**src/rtl/fpu_out_result_queue.sv**
```systemverilog
// Purpose: elastic in-order result buffer between the FPU datapath and the FPU_out bus, with sticky IEEE flags and a delivered-result count.
// Latency: an entry pushed on edge N is presented on out_* after that edge (cycle N+1); there is no in->out bypass.
// Backpressure: in_ready is derived from the registered level only, so a pop while full frees a slot one cycle later.
//
// Ports:
//   clock, reset                 rising-edge clock; asynchronous active-high reset
//   in_valid/in_ready            datapath push handshake; in_result/in_flags are the payload
//   out_valid/out_ready          FPU_out pop handshake; out_result/out_flags are the head entry (zero when empty)
//   flush                        synchronous discard of every queued entry; wins over push/pop
//   flags_clr                    clears sticky_flags (a pop in the same cycle is still recorded)
//   sticky_flags                 OR of the flags of every delivered result
//   result_count                 number of delivered results, saturating
//   level                        current occupancy, 0..DEPTH
module fpu_out_result_queue #(
    parameter int DATA_WIDTH = 32,
    parameter int FLAG_WIDTH = 5,
    parameter int DEPTH      = 4,
    parameter int CNT_WIDTH  = 16
) (
    input  logic                      clock,
    input  logic                      reset,
    input  logic                      in_valid,
    output logic                      in_ready,
    input  logic [DATA_WIDTH-1:0]     in_result,
    input  logic [FLAG_WIDTH-1:0]     in_flags,
    output logic                      out_valid,
    input  logic                      out_ready,
    output logic [DATA_WIDTH-1:0]     out_result,
    output logic [FLAG_WIDTH-1:0]     out_flags,
    input  logic                      flush,
    input  logic                      flags_clr,
    output logic [FLAG_WIDTH-1:0]     sticky_flags,
    output logic [CNT_WIDTH-1:0]      result_count,
    output logic [$clog2(DEPTH):0]    level
);

    localparam int PW = $clog2(DEPTH);
    localparam int LW = PW + 1;

    typedef struct packed {
        logic [DATA_WIDTH-1:0] result;
        logic [FLAG_WIDTH-1:0] flags;
    } entry_t;

    entry_t          mem [DEPTH];
    entry_t          head;
    logic [PW-1:0]   wr_ptr;
    logic [PW-1:0]   rd_ptr;
    logic            push;
    logic            pop;

    assign in_ready  = (level != LW'(DEPTH));
    assign out_valid = (level != '0);

    // Handshakes in a flush cycle are swallowed: nothing is stored, delivered or counted.
    assign push = in_valid  & in_ready  & ~flush;
    assign pop  = out_valid & out_ready & ~flush;

    // Head comes straight from registered storage; gated so stale slots never leak out while empty.
    assign head       = mem[rd_ptr];
    assign out_result = out_valid ? head.result : '0;
    assign out_flags  = out_valid ? head.flags  : '0;

    // Storage needs no reset: every slot is written before level can expose it.
    always_ff @(posedge clock) begin
        if (push) begin
            mem[wr_ptr] <= '{result: in_result, flags: in_flags};
        end
    end

    always_ff @(posedge clock or posedge reset) begin
        if (reset) begin
            wr_ptr <= '0;
            rd_ptr <= '0;
            level  <= '0;
        end else if (flush) begin
            // Leave wr_ptr where it is and drop everything between the pointers.
            rd_ptr <= wr_ptr;
            level  <= '0;
        end else begin
            if (push) begin
                wr_ptr <= wr_ptr + PW'(1);
            end
            if (pop) begin
                rd_ptr <= rd_ptr + PW'(1);
            end
            case ({push, pop})
                2'b10:   level <= level + LW'(1);
                2'b01:   level <= level - LW'(1);
                default: level <= level;
            endcase
        end
    end

    always_ff @(posedge clock or posedge reset) begin
        if (reset) begin
            sticky_flags <= '0;
            result_count <= '0;
        end else begin
            sticky_flags <= (flags_clr ? '0 : sticky_flags) | (pop ? out_flags : '0);
            if (pop && (result_count != '1)) begin
                result_count <= result_count + CNT_WIDTH'(1);
            end
        end
    end

    a_no_push_when_full : assert property (
        @(posedge clock) disable iff (reset)
        !(in_valid && in_ready && (level == LW'(DEPTH)))
    );

endmodule

```
**config.mk**
```make
export PLATFORM = sky130hd
export DESIGN_NAME = fpu_out_result_queue
export DESIGN_NICKNAME = d
export VERILOG_FILES = /design/src/rtl/fpu_out_result_queue.sv
export SDC_FILE = /design/constraint.sdc
export NUM_CORES = 1
export LEC_CHECK = 0
export BUFFER_PORTS_ARGS = -buffer_cell sky130_fd_sc_hd__buf_2
export CORE_UTILIZATION = 45
export CTS_CLUSTER_DIAMETER = 40
export DETAILED_ROUTE_END_ITERATION = 12
export HOLD_SLACK_MARGIN = 0.1
export PLACE_DENSITY_LB_ADDON = 0.05
export SYNTH_ARGS = -nofsm -noshare
export SYNTH_HDL_FRONTEND = slang
export SYNTH_SLANG_ARGS = --single-unit
```
**constraint.sdc**
```tcl
create_clock -name clock -period 2.2 [get_ports clock]
set_clock_uncertainty 0.05 [all_clocks]
set_input_delay 0.22 -clock clock [delete_from_list [all_inputs] [get_ports clock]]
set_output_delay 0.22 -clock clock [all_outputs]
set_load 0.1 [all_outputs]
```
# [Word-level counts from Yosys, hierarchy flattened]
# Memories as Yosys holds them, arrays and structs flattened.
# Index checks and enable logic that the tools add are counted.
[classes] n_addsub=5 eq_ne=4 n_mux=10 bitwise_logic=6 reduce_logical=5
[ops] cell="$mux 32" n=1
[ops] cell="$add 16x1->16 const B" n=1
[ops] cell="$ne 16x16->1 const B" n=1
[ops] cell="$mux 5" n=3
[ops] cell="$pmux 3 s2" n=1
[ops] cell="$reduce_bool 3->1" n=2
[ops] cell="$or 5x5->5" n=1
[ops] cell="$add 2x1->2 const B" n=2
[ops] cell="$and 1x1->1" n=4
[ops] cell="$mux 2" n=2
[ops] cell="$add 3x1->3 const B" n=1
[ops] cell="$mux 3" n=1
[ops] cell="$ne 3x3->1 const B" n=1
[ops] cell="$sub 3x1->3 const B" n=1
[ops] cell="$eq 2x1->1 const B" n=1
[ops] cell="$eq 2x2->1 const B" n=1
[ops] cell="$mux 1" n=2
[ops] cell="$reduce_and 2->1" n=1
[ops] cell="$reduce_bool 2->1" n=1
[ops] cell="$logic_and 1x1->1" n=1
[ops] cell="$not 1->1" n=1
[totals] reg_bits=28 mem_bits_rw=148 word_cells=36 n_memories=1
[memory_table] memory="mem" depth=4 width=37 read_ports=1 rd_clocked_by_memory_dff=0 wr=1 line_no="45" source="entry_t mem [DEPTH];"

# [Longest topological paths before layout]
# Gate-level depths: netlist of run 1.
[logic_depth] depth_word=6 depth_mapped=7 ltp_nobuf=6

# [Worst setup path after synthesis of run 1]
# Ideal clock, no wire load.
[synth_timing] path_type="reg2out" startpoint="register level[1]" endpoint="output out_flags[0]" arrival_ns=3.340 required_ns=1.930 setup_slack_ns=-1.410 path_stages_with_launch=6 n_path_buf=2 cell_sequence="dfrtp_1 clkbuf_2 nor3_1 inv_1 clkbuf_1 and2_1"
[synth_between] elab_chain_len=2
[synth_lines] element="start: declaration" line_no="34" source="output logic [$clog2(DEPTH):0] level"
[synth_lines] element="start signal: assignment" line_no="88" source="2'b10: level <= level + LW'(1);"
[synth_lines] element="start signal: assignment" line_no="89" source="2'b01: level <= level - LW'(1);"
[synth_lines] element="start signal: assignment" line_no="90" source="default: level <= level;"
[synth_lines] element="$reduce_bool 3->1" line_no="53" source="assign out_valid = (level != '0);"
[synth_lines] element="via out_valid" line_no="26" source="output logic out_valid,"
[synth_lines] element="$mux 5" line_no="62" source="assign out_flags = out_valid ? head.flags : '0;"
[synth_lines] element="end: declaration" line_no="29" source="output logic [FLAG_WIDTH-1:0] out_flags,"
# The timed path passes the listed nets, and every way through them passes these cells.

# [Worst setup path in the final report of run 1]
[layout_timing] startpoint="register rd_ptr[0]" endpoint="output out_flags[0]"
[layout_between] elab_chain_len=2
[layout_lines] element="start: declaration" line_no="48" source="logic [PW-1:0] rd_ptr;"
[layout_lines] element="start signal: assignment" line_no="78" source="rd_ptr <= wr_ptr;"
[layout_lines] element="start signal: assignment" line_no="85" source="rd_ptr <= rd_ptr + PW'(1);"
[layout_lines] element="$mem_v2 4x37"
[layout_lines] element="$mux 5" line_no="62"
# Every way passes these cells.

==> qor.txt, run 1 <==
status: complete, but fails checks
area leader, netlist: edfxtp_1
Crit Path Category: reg2out
fmax: 446 MHz
number of synthesized flops with an enable pin: 148
Crit Path Max Fanout: 7
RSZ-0062 raised after global routing: true
max_slew headroom: 51.0%
Antenna Cells: 0
YS warnings: 0
Tmin final: 2.24 ns
first-pass GRT wire length: 22,000 µm
Setup Viol. Count Final: 20
number of synthesized register bits: 176
Finished Layout Cells: 778
initial antenna violation count: 0
Post-Syn Area: 7140 µm²
DIE AREA: 16,400 µm²
H-tree Lvls: 4
setup tns final: -0.377 ns
HP Class: in2reg
Die W: 128 µm
I/O pins: 106
Pre-antenna DRT Iters: 4
DR vias: 3,935
Seq/Total Area, Yosys: 72.1%
Main synth FF type: edfxtp_1
CTS tree: built
max incr delay on CP: 0.54 ns
CP max-delay cell: mux4_2
CP Launch Point: rd_ptr[0]
# DRC: 0
Max clock buf depth: 2
worst r2r src: level[1]
leakage: 0.00371 µW
Tot GR Track Use: 18.2%
CTS Sinks: 176
Mapped Avg Cell Area: 18.7 µm²
WL/cell: 18.2 µm
layout cells sized above 1: 48.1%
asr flop ratio synth: 15.9%
Initial DRC Count: 135
Worst-Skew Late Latency: 0.42 ns
vias in the first global route: 4,135
Pwr Density: 1180 nW/µm²
Vias/cell: 5.06
clk slew on worst S/H paths: 0.07 ns
Critical Path Start Type: flip-flop
nets: 603
worst path required time: 1.93 ns
number of max-cap violations: 0
VDD IR max: 0.673 mV
Port Buffers: 105
Overflow after GRT: 0
CORE AREA: 15,300 µm²
share of the synthesized area in the top cell type: 62.3%
Period Utilization, post-route: 102%
Initial Util: 46.6%
final slew viol count: 0
FP Rows: 45
final WL: 14,200 µm
CTS root buf: clkbuf_16
Worst Setup End Kind: primary output
most frequent CP cell: buf_12
Least-Margin Pin Slew: 0.734 ns
synth cell count leaders: edfxtp_1, and2_1, mux4_2, dfrtp_1, xnor2_1
post-route setup slack: -0.0409 ns
crit path cell chain: buf_12 > buf_12 > mux4_2 > and2_4 > buf_12
Post-Syn Nets: 430
CTS buffer count: 17
Detailed Place HPWL: 9000 µm
crit path DAT: 1.97 ns
Antenna Nets Post-Route: 0
failing checks: setup timing
Final Hold Viols: 0
Synth cell types: 47
Buf+Inv Stages, Crit Path: 3
Inst Count DP: 701
largest cells by area after synthesis: edfxtp_1, mux4_2, dfrtp_1
Synth-to-Final Area Change: 39.8%
largest net degree at the start of global routing: 28
RePlAce Congestion: 0.757
top-count cell post-synth: edfxtp_1
Hold Startpoint: out_ready
Syn Inst Count: 381
y dimension of the die: 128 µm
Largest delay share family, worst path: multiplexers
registers in the layout (all words and copies together), names as in the netlist:
signal,cells
mem,148
result_count,16
sticky_flags,5
level,3
rd_ptr,2
wr_ptr,2
final cells by class:
cell class	instances	area (µm²)
sequential	176	5170
multi-input combinational	180	2010
timing repair buffer	172	1920
tap	211	264
fill	1101	5340
clock buffer	17	425
clock inverter	15	160
inverter	7	26.3
cell usage in the layout (no fill, tap or decap), drive strengths merged, types with 3 or more instances in the layout:
cell type,n
a21oi,3
a22o,5
and2,44
and3,4
buf,130
clkbuf,20
clkinv,7
dfrtp,28
dlygate4sd3,39
edfxtp,148
ha,5
inv,11
mux2,3
mux4,37
nand2,8
nand3,5
nand4,10
nor2,7
nor3,4
nor4b,3
o21ai,3
xnor2,11
xor2,7
cells by family after synthesis:
| kind of cell | Yosys count | share of synthesized area (%) |
|---|---|---|
| and+or+nand+nor | 96 | 8.66 |
| xor gates and xnor gates | 18 | 2.21 |
| DFF | 176 | 72.1 |
| buffers and inverters | 25 | 1.59 |
| muxes | 41 | 12.4 |
| adders and majority gates | 6 | 1.16 |
| AOI/OAI and AO/OA | 19 | 1.91 |
metrics by stage:
| stage | hold slack, ns | util (%) | instance area [µm²] | worst slack, ns | power (µW) |
|---|---|---|---|---|---|
| final | 0.150 | 65.2 | 9980 | -0.0409 | 11700 |
| after global routing | 0.162 | 65.2 | 9980 | -0.0955 | 12200 |
| after CTS | 0.134 | 64.3 | 9840 | -0.0896 | 11600 |
| after detailed placement | 0.330 | 57.8 | 8850 | 0.0714 | 8570 |
| after global placement | 0.324 | 57.8 | 8850 | 0.106 | 8540 |
| after floorplan | 0.235 | - | 7280 | -0.251 | 7150 |
worst reg2reg max path: stages (launching register included):
cell	delay, ns
dfrtp_4	0.54
nor3_4	0.24
or3_4	0.17
a21oi_2	0.04
fa_1	0.54
nor3_1	0.07
a2111oi_1	0.34
routing by layer:
| layer | part of all wire, % | up-vias | routed length [µm] | GRT usage, % |
|---|---|---|---|---|
| li1 | - | 1854 | - | - |
| met1 | 45 | 1977 | 6420 | 23.9 |
| met2 | 50 | 88 | 7040 | 29.6 |
| met3 | 3.8 | 16 | 538 | 4.84 |
| met4 | 1.2 | 0 | 169 | 6.44 |
| met5 | 0 | - | 0 | 0 |
report_power, final:
part	leakage [µW]	total [µW]	switching (µW)	internal [µW]
sequential	0.00170	4220	204	4010
clock	0.000281	2950	1270	1690
combinational	0.00174	4570	2610	1960
worst paths after layout:
path                                     to  slack, ns  cells after the start
setup reg to reg                   level[1]       0.09                      6
max in group asynchronous   result_count[8]       1.04                      4
hold / removal                     level[1]       0.15                      3
min in group asynchronous          level[1]       0.42                      3
setup / recovery               out_flags[0]      -0.04                      5
hold reg to reg            result_count[14]       0.45                      1
timing repair:
item,4_1_cts,5_1_grt
hold buffers,39,0
hold endpoints to repair,168,0
gates resized for setup,12,5
endpoints found under the setup margin,35,38
pin swaps,1,0
buffers inserted,0,2
gates cloned,0,4
Power figures use the tool's default switching activity.
==> inputs of run 2 (changes only) <==
- CORE_MARGIN: default -> 2
- CORE_UTILIZATION: 45 -> 50
==> run 2 against run 1 <==
  * Routed wire length fell by 0.28%
  * The run still ends with setup timing left
  * Sequential power rose by 0.9%
  * Largest power group unchanged
  * Largest cell class unchanged
  * Critical path type unchanged
  * Via count up 2.4%
  * Critical path depth did not move
  * Hold slack improved by 0.015 ns
  * Critical endpoint is now out_result[17]
  * Maximum frequency down 1.1%
  * Combinational power down 4%
  * Sequential share of layout area up 0.66 points
  * Cell area decreased by 1.2%
  * Register-to-register slack got worse by 0.04 ns
==> qor.txt, run 2 (synthesized netlist as in run 1, its figures left out) <==
Power Internal: 7690 µW (was 7660 µW)
Worst Setup End Kind: primary output (unchanged)
largest net degree at the start of global routing: 38 (was 28)
I/O pins: 106 (unchanged)
crit path cell chain: buf_12 > buf_12 > mux4_2 > and2_4 > buf_12 (unchanged)
sw frac: 34.4% (was 34.8%)
number of max-cap violations: 0 (unchanged)
max_slew headroom: 60.1% (was 51.0%)
leakage: 0.00368 µW (was 0.00371 µW)
Initial Util: 51.2% (was 46.6%)
layout filler cell count: 877 (was 1,101)
CTS buffer count: 17 (unchanged)
status: complete, but fails checks (unchanged)
final slew viol count: 0 (unchanged)
max incr delay on CP: 0.53 ns (was 0.54 ns)
RSZ-0062 raised after global routing: true (unchanged)
Finished Core Util: 70.7% (was 65.2%)
final WL: 14,100 µm (was 14,200 µm)
Initial DRC Count: 301 (was 135)
CTS root buf: clkbuf_16 (unchanged)
most flop-heavy register: mem (unchanged)
Setup Viol. Count Final: 25 (was 20)
post-route setup slack: -0.0654 ns (was -0.0409 ns)
Pre-antenna DRT Iters: 7 (was 4)
Worst-Skew Late Latency: 0.42 ns (about the same)
worst r2r src: level[1] (unchanged)
nets: 599 (was 603)
CORE AREA: 13,900 µm² (was 15,300 µm²)
commonest cells after routing, fill and taps aside: edfxtp_1, buf_2, buf_12, dlygate4sd3_1 (was edfxtp_1, buf_2, buf_12, and2_4, dlygate4sd3_1)
FP Rows: 43 (was 45)
most common cell after layout, fill and taps aside: edfxtp_1 (unchanged)
Psw: 4040 µW (was 4090 µW)
Final Hold Viols: 0 (unchanged)
Hold Startpoint: flags_clr (was out_ready)
largest registers: mem x148, result_count x16, sticky_flags x5 (unchanged)
Largest delay share family, worst path: flip-flops (was multiplexers)
worst path required time: 1.93 ns (about the same)
Max clock buf depth: 2 (unchanged)
HP Class: in2reg (unchanged)
Crit Path Max Fanout: 7 (unchanged)
setup tns final: -0.803 ns (was -0.377 ns)
# DRC: 0 (unchanged)
fmax: 441 MHz (was 446 MHz)
Hold Path End: sticky_flags[0] (was level[1])
Port Buffers: 105 (unchanged)
DR vias: 4,030 (was 3,935)
Least-Margin Pin Slew: 0.598 ns (was 0.734 ns)
Clock power frac: 26.1% (was 25.2%)
portion of total power attributed to sequential cells: 36.3% (was 35.9%)
initial antenna violation count: 0 (unchanged)
worst hold path stage count: 3 (unchanged)
Tot GR Track Use: 20.0% (was 18.2%)
R2R Path End: level[1] (unchanged)
reg2reg path depth: 5 (was 6)
clk slew on worst S/H paths: 0.07 ns (about the same)
DIE AREA: 15,200 µm² (was 16,400 µm²)
most frequent CP cell: buf_12 (unchanged)
layout cells sized above 1: 48.3% (was 48.1%)
vias in the first global route: 4,172 (was 4,135)
Combinational Power Share: 37.6% (was 38.9%)
CTS tree: built (unchanged)
total power: 11,700 µW (about the same)
flop2flop setup slack: 0.05 ns (was 0.09 ns)
Overflow after GRT: 0 (unchanged)
Buf+Inv Stages, Crit Path: 3 (unchanged)
Tmin final: 2.27 ns (was 2.24 ns)
Crit Path Category: reg2out (unchanged)
failing checks: setup timing (unchanged)
RePlAce Congestion: 0.822 (was 0.757)
max reg flops: 148 (unchanged)
first-pass GRT wire length: 22,100 µm (was 22,000 µm)
crit path DAT: 2.00 ns (was 1.97 ns)
Synth-to-Final Area Change: 38.1% (was 39.8%)
Detailed Place HPWL: 8900 µm (was 9000 µm)
Antenna Nets Post-Route: 0 (unchanged)
H-tree Lvls: 4 (unchanged)
WL/cell: 19.0 µm (was 18.2 µm)
y dimension of the die: 123 µm (was 128 µm)
Hold WS: 0.165 ns (was 0.150 ns)
Antenna Cells: 0 (unchanged)
pre-CTS WS: 0.00419 ns (was 0.0714 ns)
VDD IR max: 0.698 mV (was 0.673 mV)
Vias/cell: 5.42 (was 5.06)
Period Utilization, post-route: 103% (was 102%)
CTS Sinks: 176 (unchanged)
Pwr Density: 1190 nW/µm² (was 1180 nW/µm²)
Critical Path Start Type: flip-flop (unchanged)
Die W: 123 µm (was 128 µm)
CP max-delay cell: dfrtp_4 (was mux4_2)
-- run 2: worst register-to-register path, cell delays in order (launching register included) --
cell and delay (ns):
dfrtp_4 0.54, or3b_4 0.41, a21oi_2 0.15, fa_1 0.46, nor3_1 0.31, a2111oi_2 0.09
-- run 2: power groups by stage --
stage	Clock, µW	Sequential (µW)	Combinational (µW)
after floorplan	0	4560	2590
after global placement	0	4330	4230
after detailed placement	0	4350	4250
after CTS	3120	4260	4440
after global routing	3240	4290	4630
final	3060	4260	4410
-- run 2: routing by layer --
metal / track usage [%] / vias up / wire (µm)
met5: 0 / - / 0
met3: 4.61 / 18 / 634
li1: - / 1846 / -
met1: 26.9 / 2052 / 6120
met2: 32.5 / 114 / 7170
met4: 6.61 / 0 / 203
-- run 2: worst max-delay path by stage --
stage / start / to / cells past startpoint
finish: rd_ptr[0] / out_result[17] / 5
global route: rd_ptr[0] / out_result[23] / 5
CTS: rd_ptr[0] / out_result[17] / 5
detailed placement: level[1] / level[1] / 6
global placement: level[1] / level[1] / 6
floorplan: level[2] / level[1] / 6
-- run 2: per-stage QoR --
| step | instances | area [µm²] |
|---|---|---|
| 4_1_cts | 742 | 9830 |
| 5_1_grt | 743 | 9860 |
| 2_1_floorplan | 381 | 7280 |
| 3_5_place_dp | 668 | 8770 |
| 3_3_place_gp | 668 | 8770 |
| 6_report | 743 | 9860 |
-- run 2: area by class of cell --
type	count	area [µm²]	share of cell area [%]
clock inverter	14	178	1.80
timing repair buffer	168	1810	18.4
inverter	7	28.8	0.292
tap	180	225	2.28
multi-input combinational	180	2010	20.4
sequential	176	5170	52.5
clock buffer	18	429	4.35
-- run 2: repair_timing --
item / in CTS / in global routing
endpoints found under the hold margin: 162 / 0
hold buffers: 39 / 0
setup endpoints to repair: 39 / 38
resized for setup: 12 / 6
setup buffers: 3 / 1
pin swaps: 7 / 0
==> inputs of run 3 (changes only) <==
- clock period: 2.2 -> 1.85 ns (I/O delays scaled with it)
==> run 3 against run 2 <==
  * The flow still finishes with violations (setup timing)
  * Count of clock-buffer cells in the layout grew 3
  * Register-to-register slack got worse by 0.33 ns
  * Critical path depth increased by 1
  * Critical endpoint is now out_result[21]
  * Routed wire length up 9.0%
  * Sequential share of layout area shrank 3.0 points
  * Highest routed layer unchanged
==> qor.txt, run 3 (synthesized netlist as in run 1, its figures left out) <==
Detailed Place HPWL: 8770 µm (was 8900 µm)
# DRC: 0 (unchanged)
first-pass GRT wire length: 22,700 µm (was 22,100 µm)
post-route setup slack: -0.343 ns (was -0.0654 ns)
clk slew on worst S/H paths: 0.06 ns (was 0.07 ns)
DIE AREA: 15,200 µm² (unchanged)
RePlAce Congestion: 0.800 (was 0.822)
Initial Util: 51.2% (unchanged)
largest registers: mem x148, result_count x16, sticky_flags x5 (unchanged)
commonest cells after routing, fill and taps aside: edfxtp_1, buf_2, buf_12, and2_4, dlygate4sd3_1 (was edfxtp_1, buf_2, buf_12, dlygate4sd3_1)
Hold WS: 0.110 ns (was 0.165 ns)
Finished Core Util: 75.4% (was 70.7%)
Tmin final: 2.19 ns
worst path required time: 1.62 ns (was 1.93 ns)
Clock power frac: 23.7% (was 26.1%)
CTS tree: built (unchanged)
Die W: 123 µm (unchanged)
y dimension of the die: 123 µm (unchanged)
Pwr Density: 1360 nW/µm² (was 1190 nW/µm²)
Port Buffers: 105 (unchanged)
number of max-cap violations: 0 (unchanged)
largest net degree at the start of global routing: 22 (was 38)
Pre-antenna DRT Iters: 4 (was 7)
Setup Viol. Count Final: 151 (was 25)
VDD IR max: 0.857 mV (was 0.698 mV)
Combinational Power Share: 41.6% (was 37.6%)
Crit Path Max Fanout: 5 (was 7)
worst r2r src: level[1] (unchanged)
sw frac: 34.3% (was 34.4%)
Crit Path Category: reg2out (unchanged)
final WL: 15,400 µm (was 14,100 µm)
max reg flops: 148 (unchanged)
CP Launch Point: rd_ptr[0] (unchanged)
R2R Path End: level[1] (unchanged)
nets: 640 (was 599)
Power Internal: 9410 µW (was 7690 µW)
vias in the first global route: 4,204 (was 4,172)
Final Hold Viols: 0 (unchanged)
I/O pins: 106 (unchanged)
Worst-Skew Late Latency: 0.41 ns (was 0.42 ns)
Psw: 4900 µW (was 4040 µW)
setup tns final: -16.51 ns (was -0.803 ns)
post-route cell area: 10,500 µm² (was 9860 µm²)
Synth-to-Final Area Change: 47.2% (was 38.1%)
CTS buffer count: 17 (unchanged)
Worst Setup End Kind: primary output (unchanged)
reg2reg path depth: 6 (was 5)
FP Rows: 43 (unchanged)
most flop-heavy register: mem (unchanged)
CORE AREA: 13,900 µm² (unchanged)
most frequent CP cell: buf_12 (unchanged)
crit path DAT: 1.96 ns (was 2.00 ns)
final slew viol count: 0 (unchanged)
total power: 14,300 µW (was 11,700 µW)
Max clock buf depth: 2 (unchanged)
layout cells sized above 1: 53.0% (was 48.3%)
CTS Sinks: 176 (unchanged)
leakage: 0.00395 µW (was 0.00368 µW)
Vias/cell: 5.46 (was 5.42)
HP Class: in2reg (unchanged)
RSZ-0062 raised after global routing: true (unchanged)
max_slew headroom: 66.9% (was 60.1%)
Setup crit end: out_result[21] (was out_result[17])
Initial DRC Count: 250 (was 301)
Antenna Nets Post-Route: 0 (unchanged)
flop2flop setup slack: -0.28 ns (was 0.05 ns)
CTS root buf: clkbuf_16 (unchanged)
placed standard-cell area: 8510 µm² (was 8770 µm²)
max incr delay on CP: 0.42 ns (was 0.53 ns)
Critical Path Start Type: flip-flop (unchanged)
Least-Margin Pin Slew: 0.500 ns (was 0.598 ns)
initial antenna violation count: 1 (was 0)
status: complete, but fails checks (unchanged)
H-tree Lvls: 4 (unchanged)
most common cell after layout, fill and taps aside: edfxtp_1 (unchanged)
Period Utilization, post-route: 119%
Overflow after GRT: 0 (unchanged)
DR vias: 4,287 (was 4,030)
fmax: 456 MHz
layout filler cell count: 828 (was 877)
portion of total power attributed to sequential cells: 34.8% (was 36.3%)
WL/cell: 19.6 µm (was 19.0 µm)
crit path cell chain: buf_6 > buf_12 > buf_12 > mux4_2 > and2_4 > buf_12 (was buf_12 > buf_12 > mux4_2 > and2_4 > buf_12)
Tot GR Track Use: 20.6% (was 20.0%)
CP max-delay cell: dfrtp_2 (was dfrtp_4)
failing checks: setup timing (unchanged)
## run 3: cell types whose count changed in the layout (fill, tap and decap cells not counted), sizes merged
cell      change
buf          +32
bufinv        -1
clkinvlp      +2
and2          +2
diode         +1
clkbuf       +10
inv           -4
## run 3: repair_timing
action,in CTS,in global routing
hold endpoints to repair,177,0
pin swaps,14,18
hold buffers,39,0
setup buffers,7,19
resized for setup,86,53
cloned,5,7
setup endpoints to repair,114,200
## run 3: how the worst min path moves through the flow
| stage | slack (ns) | end | startpoint | depth (start not counted) |
|---|---|---|---|---|
| 6_report | 0.11 | level[2] | flush | 3 |
| 3_5_place_dp | 0.16 | result_count[1] | reset | 3 |
| 3_3_place_gp | 0.15 | result_count[0] | reset | 3 |
| 4_1_cts | 0.10 | level[1] | flush | 3 |
| 5_1_grt | 0.12 | level[2] | flush | 3 |
| 2_1_floorplan | 0.20 | level[1] | reset | 1 |
## run 3: layout make-up
cell class / count / area, µm² / area share [%]
well taps: 180 / 225 / 2.14
clock inverters: 11 / 115 / 1.10
diodes: 1 / 2.50 / 0.0238
repair buffers: 207 / 2400 / 22.9
multi-input cells: 182 / 2090 / 19.9
flip-flops and latches: 176 / 5200 / 49.5
inverters: 7 / 33.8 / 0.322
clock buffers: 21 / 440 / 4.19
## run 3: power by group through the flow
stage	Clock, µW	Combinational (µW)	Sequential [µW]
2_1_floorplan	0	3140	5440
3_3_place_gp	0	4690	5040
3_5_place_dp	0	4720	5070
4_1_cts	3440	5390	4990
5_1_grt	3590	6220	5020
6_report	3390	5950	4980
## run 3: critical path, delay by kind of cell, from the launching register on
| kind | cells | cell delay [ns] |
|---|---|---|
| buf+inv | 4 | 0.55 |
| flops | 1 | 0.42 |
| mux | 1 | 0.41 |
| simple gates | 1 | 0.16 |
## run 3: metal layers
| metal | part of all wire, % | global-route usage, % |
|---|---|---|
| met1 | 44 | 29.0 |
| met2 | 50 | 32.4 |
| met3 | 4.9 | 4.61 |
| met4 | 1.2 | 6.46 |
| met5 | 0 | 0 |
## run 3: per-stage QoR
stage | instances | setup WS [ns]
floorplan | 381 | -0.601
global placement | 676 | -0.114
detailed placement | 676 | -0.226
CTS | 759 | -0.413
global route | 785 | -0.410
finish | 785 | -0.343
